$ cat src/rtl/seven_seg_pkg.sv
// rtl/seven_seg_pkg.sv - shared segment codes and scan defaults for seven_seg
package seven_seg_pkg;

  localparam int REFRESH_BITS_DEFAULT = 18;

  typedef logic [6:0] seg_t;  // {a,b,c,d,e,f,g}, active-low

  localparam seg_t SEG_0     = 7'b0000001;
  localparam seg_t SEG_1     = 7'b1001111;
  localparam seg_t SEG_2     = 7'b0010010;
  localparam seg_t SEG_3     = 7'b0000110;
  localparam seg_t SEG_4     = 7'b1001100;
  localparam seg_t SEG_5     = 7'b0100100;
  localparam seg_t SEG_6     = 7'b0100000;
  localparam seg_t SEG_7     = 7'b0001111;
  localparam seg_t SEG_8     = 7'b0000000;
  localparam seg_t SEG_9     = 7'b0000100;
  localparam seg_t SEG_A     = 7'b0001000;
  localparam seg_t SEG_B     = 7'b1100000;
  localparam seg_t SEG_C     = 7'b0110001;
  localparam seg_t SEG_D     = 7'b1000010;
  localparam seg_t SEG_E     = 7'b0110000;
  localparam seg_t SEG_F     = 7'b0111000;
  localparam seg_t SEG_BLANK = 7'b1111111;

  localparam logic [3:0] AN_OFF = 4'b1111;

endpackage

$ cat src/rtl/seven_seg_hex_to_seg.sv
// rtl/seven_seg_hex_to_seg.sv - combinational hex digit to active-low abcdefg decoder
module hex_to_seg
  import seven_seg_pkg::*;
(
  input  logic [3:0] hex_i,
  output seg_t       seg_o
);

  always_comb begin
    seg_o = SEG_BLANK;
    case (hex_i)
      4'h0: seg_o = SEG_0;
      4'h1: seg_o = SEG_1;
      4'h2: seg_o = SEG_2;
      4'h3: seg_o = SEG_3;
      4'h4: seg_o = SEG_4;
      4'h5: seg_o = SEG_5;
      4'h6: seg_o = SEG_6;
      4'h7: seg_o = SEG_7;
      4'h8: seg_o = SEG_8;
      4'h9: seg_o = SEG_9;
      4'hA: seg_o = SEG_A;
      4'hB: seg_o = SEG_B;
      4'hC: seg_o = SEG_C;
      4'hD: seg_o = SEG_D;
      4'hE: seg_o = SEG_E;
      4'hF: seg_o = SEG_F;
      default: seg_o = SEG_BLANK;
    endcase
  end

endmodule

$ cat src/rtl/seven_seg.sv
// rtl/seven_seg.sv - four-digit multiplexed seven-segment scanner with registered outputs
module seven_seg
  import seven_seg_pkg::*;
#(
  parameter int REFRESH_BITS = REFRESH_BITS_DEFAULT
) (
  input  logic       clock,
  input  logic       reset,
  input  logic [3:0] in0,
  input  logic [3:0] in1,
  input  logic [3:0] in2,
  input  logic [3:0] in3,
  output logic       a,
  output logic       b,
  output logic       c,
  output logic       d,
  output logic       e,
  output logic       f,
  output logic       g,
  output logic       dp,
  output logic [3:0] an
);

  localparam logic [REFRESH_BITS-1:0] CNT_ONE = REFRESH_BITS'(1);

  logic [REFRESH_BITS-1:0] cnt_q, cnt_d;
  logic [1:0]              idx;
  logic [3:0]              hex_sel;
  seg_t                    seg_dec, seg_q, seg_d;
  logic [3:0]              an_q, an_d;

  // Top two counter bits pick the digit, so each digit dwells 2^(REFRESH_BITS-2) clocks.
  assign idx = cnt_q[REFRESH_BITS-1 -: 2];

  always_comb begin
    hex_sel = in0;
    case (idx)
      2'd0: hex_sel = in0;
      2'd1: hex_sel = in1;
      2'd2: hex_sel = in2;
      2'd3: hex_sel = in3;
      default: hex_sel = in0;
    endcase
  end

  hex_to_seg u_hex_to_seg (
    .hex_i (hex_sel),
    .seg_o (seg_dec)
  );

  always_comb begin
    cnt_d = cnt_q + CNT_ONE;
    an_d  = ~(4'b0001 << idx);
    seg_d = seg_dec;
  end

  always_ff @(posedge clock or negedge reset) begin
    if (!reset) begin
      cnt_q <= '0;
      an_q  <= AN_OFF;
      seg_q <= SEG_BLANK;
    end else begin
      cnt_q <= cnt_d;
      an_q  <= an_d;
      seg_q <= seg_d;
    end
  end

  assign an                  = an_q;
  assign {a, b, c, d, e, f, g} = seg_q;
  assign dp                  = 1'b1;

endmodule

$ cat config.mk
export PLATFORM = sky130hd
export DESIGN_NAME = seven_seg
export DESIGN_NICKNAME = d
export VERILOG_FILES = /design/src/rtl/seven_seg_pkg.sv /design/src/rtl/seven_seg_hex_to_seg.sv /design/src/rtl/seven_seg.sv
export SDC_FILE = /design/constraint.sdc
export NUM_CORES = 1
export LEC_CHECK = 0
export CORE_ASPECT_RATIO = 0.8
export CORE_MARGIN = 4
export CORE_UTILIZATION = 50
export CTS_CLUSTER_SIZE = 10
export DETAILED_ROUTE_END_ITERATION = 6
export PLACE_DENSITY = 0.78
export SLEW_MARGIN = 30
export SYNTH_ARGS = -nofsm -noshare
export SYNTH_HDL_FRONTEND = slang
export SYNTH_SLANG_ARGS = --single-unit
$ cat constraint.sdc
create_clock -name clock -period 2.2 [get_ports clock]
set_clock_uncertainty 0.05 [all_clocks]
set_input_delay 0.22 -clock clock [delete_from_list [all_inputs] [get_ports clock]]
set_output_delay 0.22 -clock clock [all_outputs]
set_load 0.02 [all_outputs]
; After elaboration in Yosys (flattened, before gate mapping)
; Memories as Yosys holds them, arrays and structs flattened. A register that Yosys moved wholly into a read port is not among the register bits.
; Index checks and enable logic that the tools add are counted.
[op_classes]
add_sub_neg = 1
eq_ne = 3
n_shift = 1
mux = 1
bitwise_logic = 1
n_reduce_logical = 2
[op_table]
columns = op, n
row1 = 18-bit by 1-bit adder with 18-bit output (second input constant), 1
row2 = 4-bit one-hot mux with 4 select lines, 1
row3 = 2-bit equality test (second input constant), 2
row4 = 4-bit inverter, 1
row5 = 1-bit by 2-bit << shifter with 4-bit output (first input constant), 1
row6 = 2-bit by 1-bit equality test with 1-bit output (second input constant), 1
row7 = 2-bit logical NOT, 1
row8 = 1-bit logical NOT, 1
[word_totals]
register_bits = 22
romBits = 112
in_bits = 18
out_inout_bits = 12
word_cells = 12
n_memories = 1
[memory_table]
columns = memory, depth, word_bits, rd, rd_ports_with_merged_regs, write_ports, line
row1 = (name not given), 16, 7, 1, 1, 0, seven_seg_hex_to_seg.sv:11  ; case (hex_i)

; Logic depth before layout (Yosys ltp)
[logic_depth]
depth_word = 2
mapped_depth = 8
ltp_nobuf = 7

; Cells and area by module
; A second synthesis with hierarchy kept.
[unflattened]
cells_unflattened = 115
area_unflattened_um2 = 1441.4
[modules_own_cells]
columns = module, n_inst, cells_per_inst, area_per_inst_um2
row1 = seven_seg, 1, 82, 1172.4
row2 = hex_to_seg, 1, 33, 269.0

; Worst setup path before layout
; No wires, ideal clock.
[synth_timing]
kind = register to register
startpoint = reg cnt_q[16]
endpoint = reg seg_q[3]
arrival_ps = 1647
slack_ps = 426
stages_incl_launch_ff = 9
path_buffers = 1
cell_sequence = dfrtp_1 > buf_4 > mux4_2 > inv_1 > ha_1 > inv_1 > nor2_1 > a211oi_1 > a31oi_1
[synth_between]
elab_chain_cells = 2
word_cells_on_any_way = 5
classes_between = 3 x eq/ne / 1 x mux / 1 x reduce/logical
[synth_lines]
columns = element, line
row1 = from (decl), seven_seg.sv:26  ; logic [REFRESH_BITS-1:0] cnt_q, cnt_d;
row2 = from (signal assigned), seven_seg.sv:63  ; cnt_q <= cnt_d;
row3 = "2-bit equality test, or another cell as far along", seven_seg.sv:37  ; case (idx)
row4 = 4-bit one-hot mux with 4 select lines *, seven_seg.sv:37
row5 = to (decl), seven_seg.sv:29  ; seg_t seg_dec, seg_q, seg_d;
; Mark *: on every way between the ends. The rest lies on a longest branch, timed or not.

; Worst setup path in the final report
; Ends and elaborated chain as after synthesis.

==> results.toml <==
[status]
status = "completed"

[critical_path]
endpoint_kind = "register"
worstPathCellList = "mux4_2, inv_1, ha_1, a211oi_1, a31oi_1"
worst-setup-path-type = "reg -> reg"
cp.arrival_ps = 2150
cp.required_ps = 2390
worst_path_largest_cell_delay_ps = 590
crit_family = "multiplexers"
slowest_stage = "mux4_2"
cp_num_buf_inv = 1
cp-start-kind = "register"
path_max_fanout = 11

[sta]
rsz0062_at_grt = "no"
hold_viol = 0
period_share_pct = 88.8
setup_viol = 0
fmaxAchievable_mhz = 512
fin_crit_ps = 1950
final.setup.tns_ps = 0
maxSlewViolCount = 0

[yosys]
synth_compound_area_share_pct = 5.34
synth_top_family_by_area = "simple AND/OR/NAND/NOR gates"
ys_warn_count = 0
syn_inst = 117
synthFlopType = "dfrtp_1"
synth-async-reset-ratio_pct = 100
muxShareOfSynthArea_pct = 9.72
yosys.area_share.xor_xnor_pct = 9.81
synth_fa_ha_area_share_pct = 6.13
ys_seq_elements = 29
synth_seq_area_share_pct = 51.8
synth_cell_type_count = 30
synth_edf_count = 0
netlist_area_sq_mm = 0.00143
synth_nets = 142
syn_avg_cell_area_sq_um = 12.2
synth-simple-area-share_pct = 12.3

[placement]
post-dp-hpwl_um = 1970
portBuffers = 28
place_congestion = 0.847

[routing]
drc = 0
drtAntennaViolNets = 0
drt_iter0_markers = 66
totalWireLength_um = 2590
vias_per_cell = 5.09
vias = 956
routedWlPerCell_um = 13.8
first_pass_iters = 4

[die]
die_area_sq_mm = 0.00378
ios = 30
coreArea_sq_mm = 0.00274
fp.dieH_um = 55.8
num_rows = 17
initial_core_util_pct = 52.1
fp.dieW_um = 67.8

[global_routing]
gr-usage-all-layers_pct = 16.0
grt_max_degree = 30
grt_pass1_vias = 978
grt_pass1_wl_um = 4360
grt_antenna_before_repair = 0
globalRouteOverflowTotal = 0

[power_and_ir_drop]
p_leak_nw = 0.766
p_per_area_mw_per_mm2 = 579
peakVddDrop_mv = 0.413
power_mw = 1.04

[layout]
final_common_cell = "clkdlybuf4s50_1"
syn2layout_area_growth_pct = 25.8
n_antenna_cell = 0
layout_common_cells = "clkdlybuf4s50_1 (28), dfrtp_1 (17), xnor2_1 (12)"
fillers = 199
drive_gt1_share_pct = 19.3
fin_nets = 174

[clock_tree]
hold_buffers = 0
htree_levels = 2
root_buffer = "clkbuf_4"
clkSinkCount = 29
cts_inserted_buffers = 5
clk_pin_slew_ps = 90
cts_tree = "built"
insertion_delay_ps = 320
clockBufferDepth = 2

[job]
max_cap_violations = 0

[worst_hold_path]
min_path_type = "in -> async"
-- state kept, by name, indices dropped and copies added (netlist names) --
name   cells
cnt_q     18
an         4
seg_q      7
-- report_power, final --
part / internal (mW) / switching [mW]
logic: 0.0681 / 0.0585
registers: 0.551 / 0.00309
clock network: 0.185 / 0.176
total: 0.804 / 0.237
-- cell families after synthesis --
family          Yosys count
flops                    29
simple gates             34
buf+inv                  12
xor+xnor                 16
fa+ha+maj                 7
other cells               1
compound gates           11
mux                       7
-- synth_stat cells, types with 2 or more instances --
library cell / n / share of area, %
xor2_1: 4 / 2.5
buf_6: 2 / 1.6
nand2b_1: 2 / 0.88
xnor2_1: 12 / 7.4
o22ai_1: 3 / 1.3
dfstp_2: 11 / 20
inv_1: 8 / 2.1
o21a_1: 2 / 1.1
ha_1: 7 / 6.1
nor2_1: 6 / 1.6
nor3_1: 2 / 0.70
nand3_1: 7 / 2.5
mux2_2: 2 / 1.6
nand2_1: 8 / 2.1
dfrtp_1: 18 / 32
buf_4: 2 / 1.1
nand4_1: 5 / 2.2
mux4_2: 4 / 6.3
-- area by class of cell --
cell class	count	area (sq um)	area share [%]
flip-flops and latches	29	741	41.2
clock buffers	7	65.1	3.62
repair buffers	29	288	16.0
multi-input cells	76	622	34.6
inverters	8	30.0	1.67
well taps	38	47.5	2.64
clock inverters	1	5.00	0.278
-- worst register-to-register path, stage by stage, from the launching register on --
cell and delay, ps:
dfrtp_2 510, mux4_2 590, inv_1 180, ha_1 270, a211oi_1 200, a31oi_1 60
-- metrics by stage --
| step | instance area, sq um | util, % | setup WS (ps) | cells | hold slack, ps |
|---|---|---|---|---|---|
| finish | 1800 | 65.5 | 246 | 188 | 218 |
| global route | 1800 | 65.5 | 96.7 | 188 | 223 |
| CTS | 1800 | 65.5 | 128 | 188 | 217 |
| detailed placement | 1730 | 62.9 | 145 | 180 | 412 |
| global placement | 1730 | 62.9 | 223 | 180 | 408 |
| floorplan | 1430 | - | 426 | 117 | -126 |
-- metal layers --
layer	GRT usage [%]	part of all wire, %	routed length (um)	vias up
met3	8.08	5.0	129	4
li1	-	-	-	465
met2	24.3	52	1340	21
met5	0	0	0	-
met4	5.20	1.1	29	0
met1	19.5	42	1090	466
-- path summary, 6_finish.rpt --
path	from	end	slack, ps	cells past startpoint
worst max-delay path	cnt_q[16]	seg_q[3]	250	5
worst min-delay path	reset	cnt_q[6]	220	2
worst max register to register	cnt_q[16]	seg_q[3]	250	5
worst min register to register	cnt_q[6]	cnt_q[6]	430	1
max in group asynchronous	reset	seg_q[5]	1580	2
min in group clock	cnt_q[6]	cnt_q[6]	430	1
-- repair_timing --
action / CTS / global route
hold endpoints to repair: 0 / 0
buffers inserted: 0 / 0
endpoints found under the setup margin: 0 / 1
gates resized for setup: 0 / 1
No activity file was read; power rests on OpenSTA's default activity.
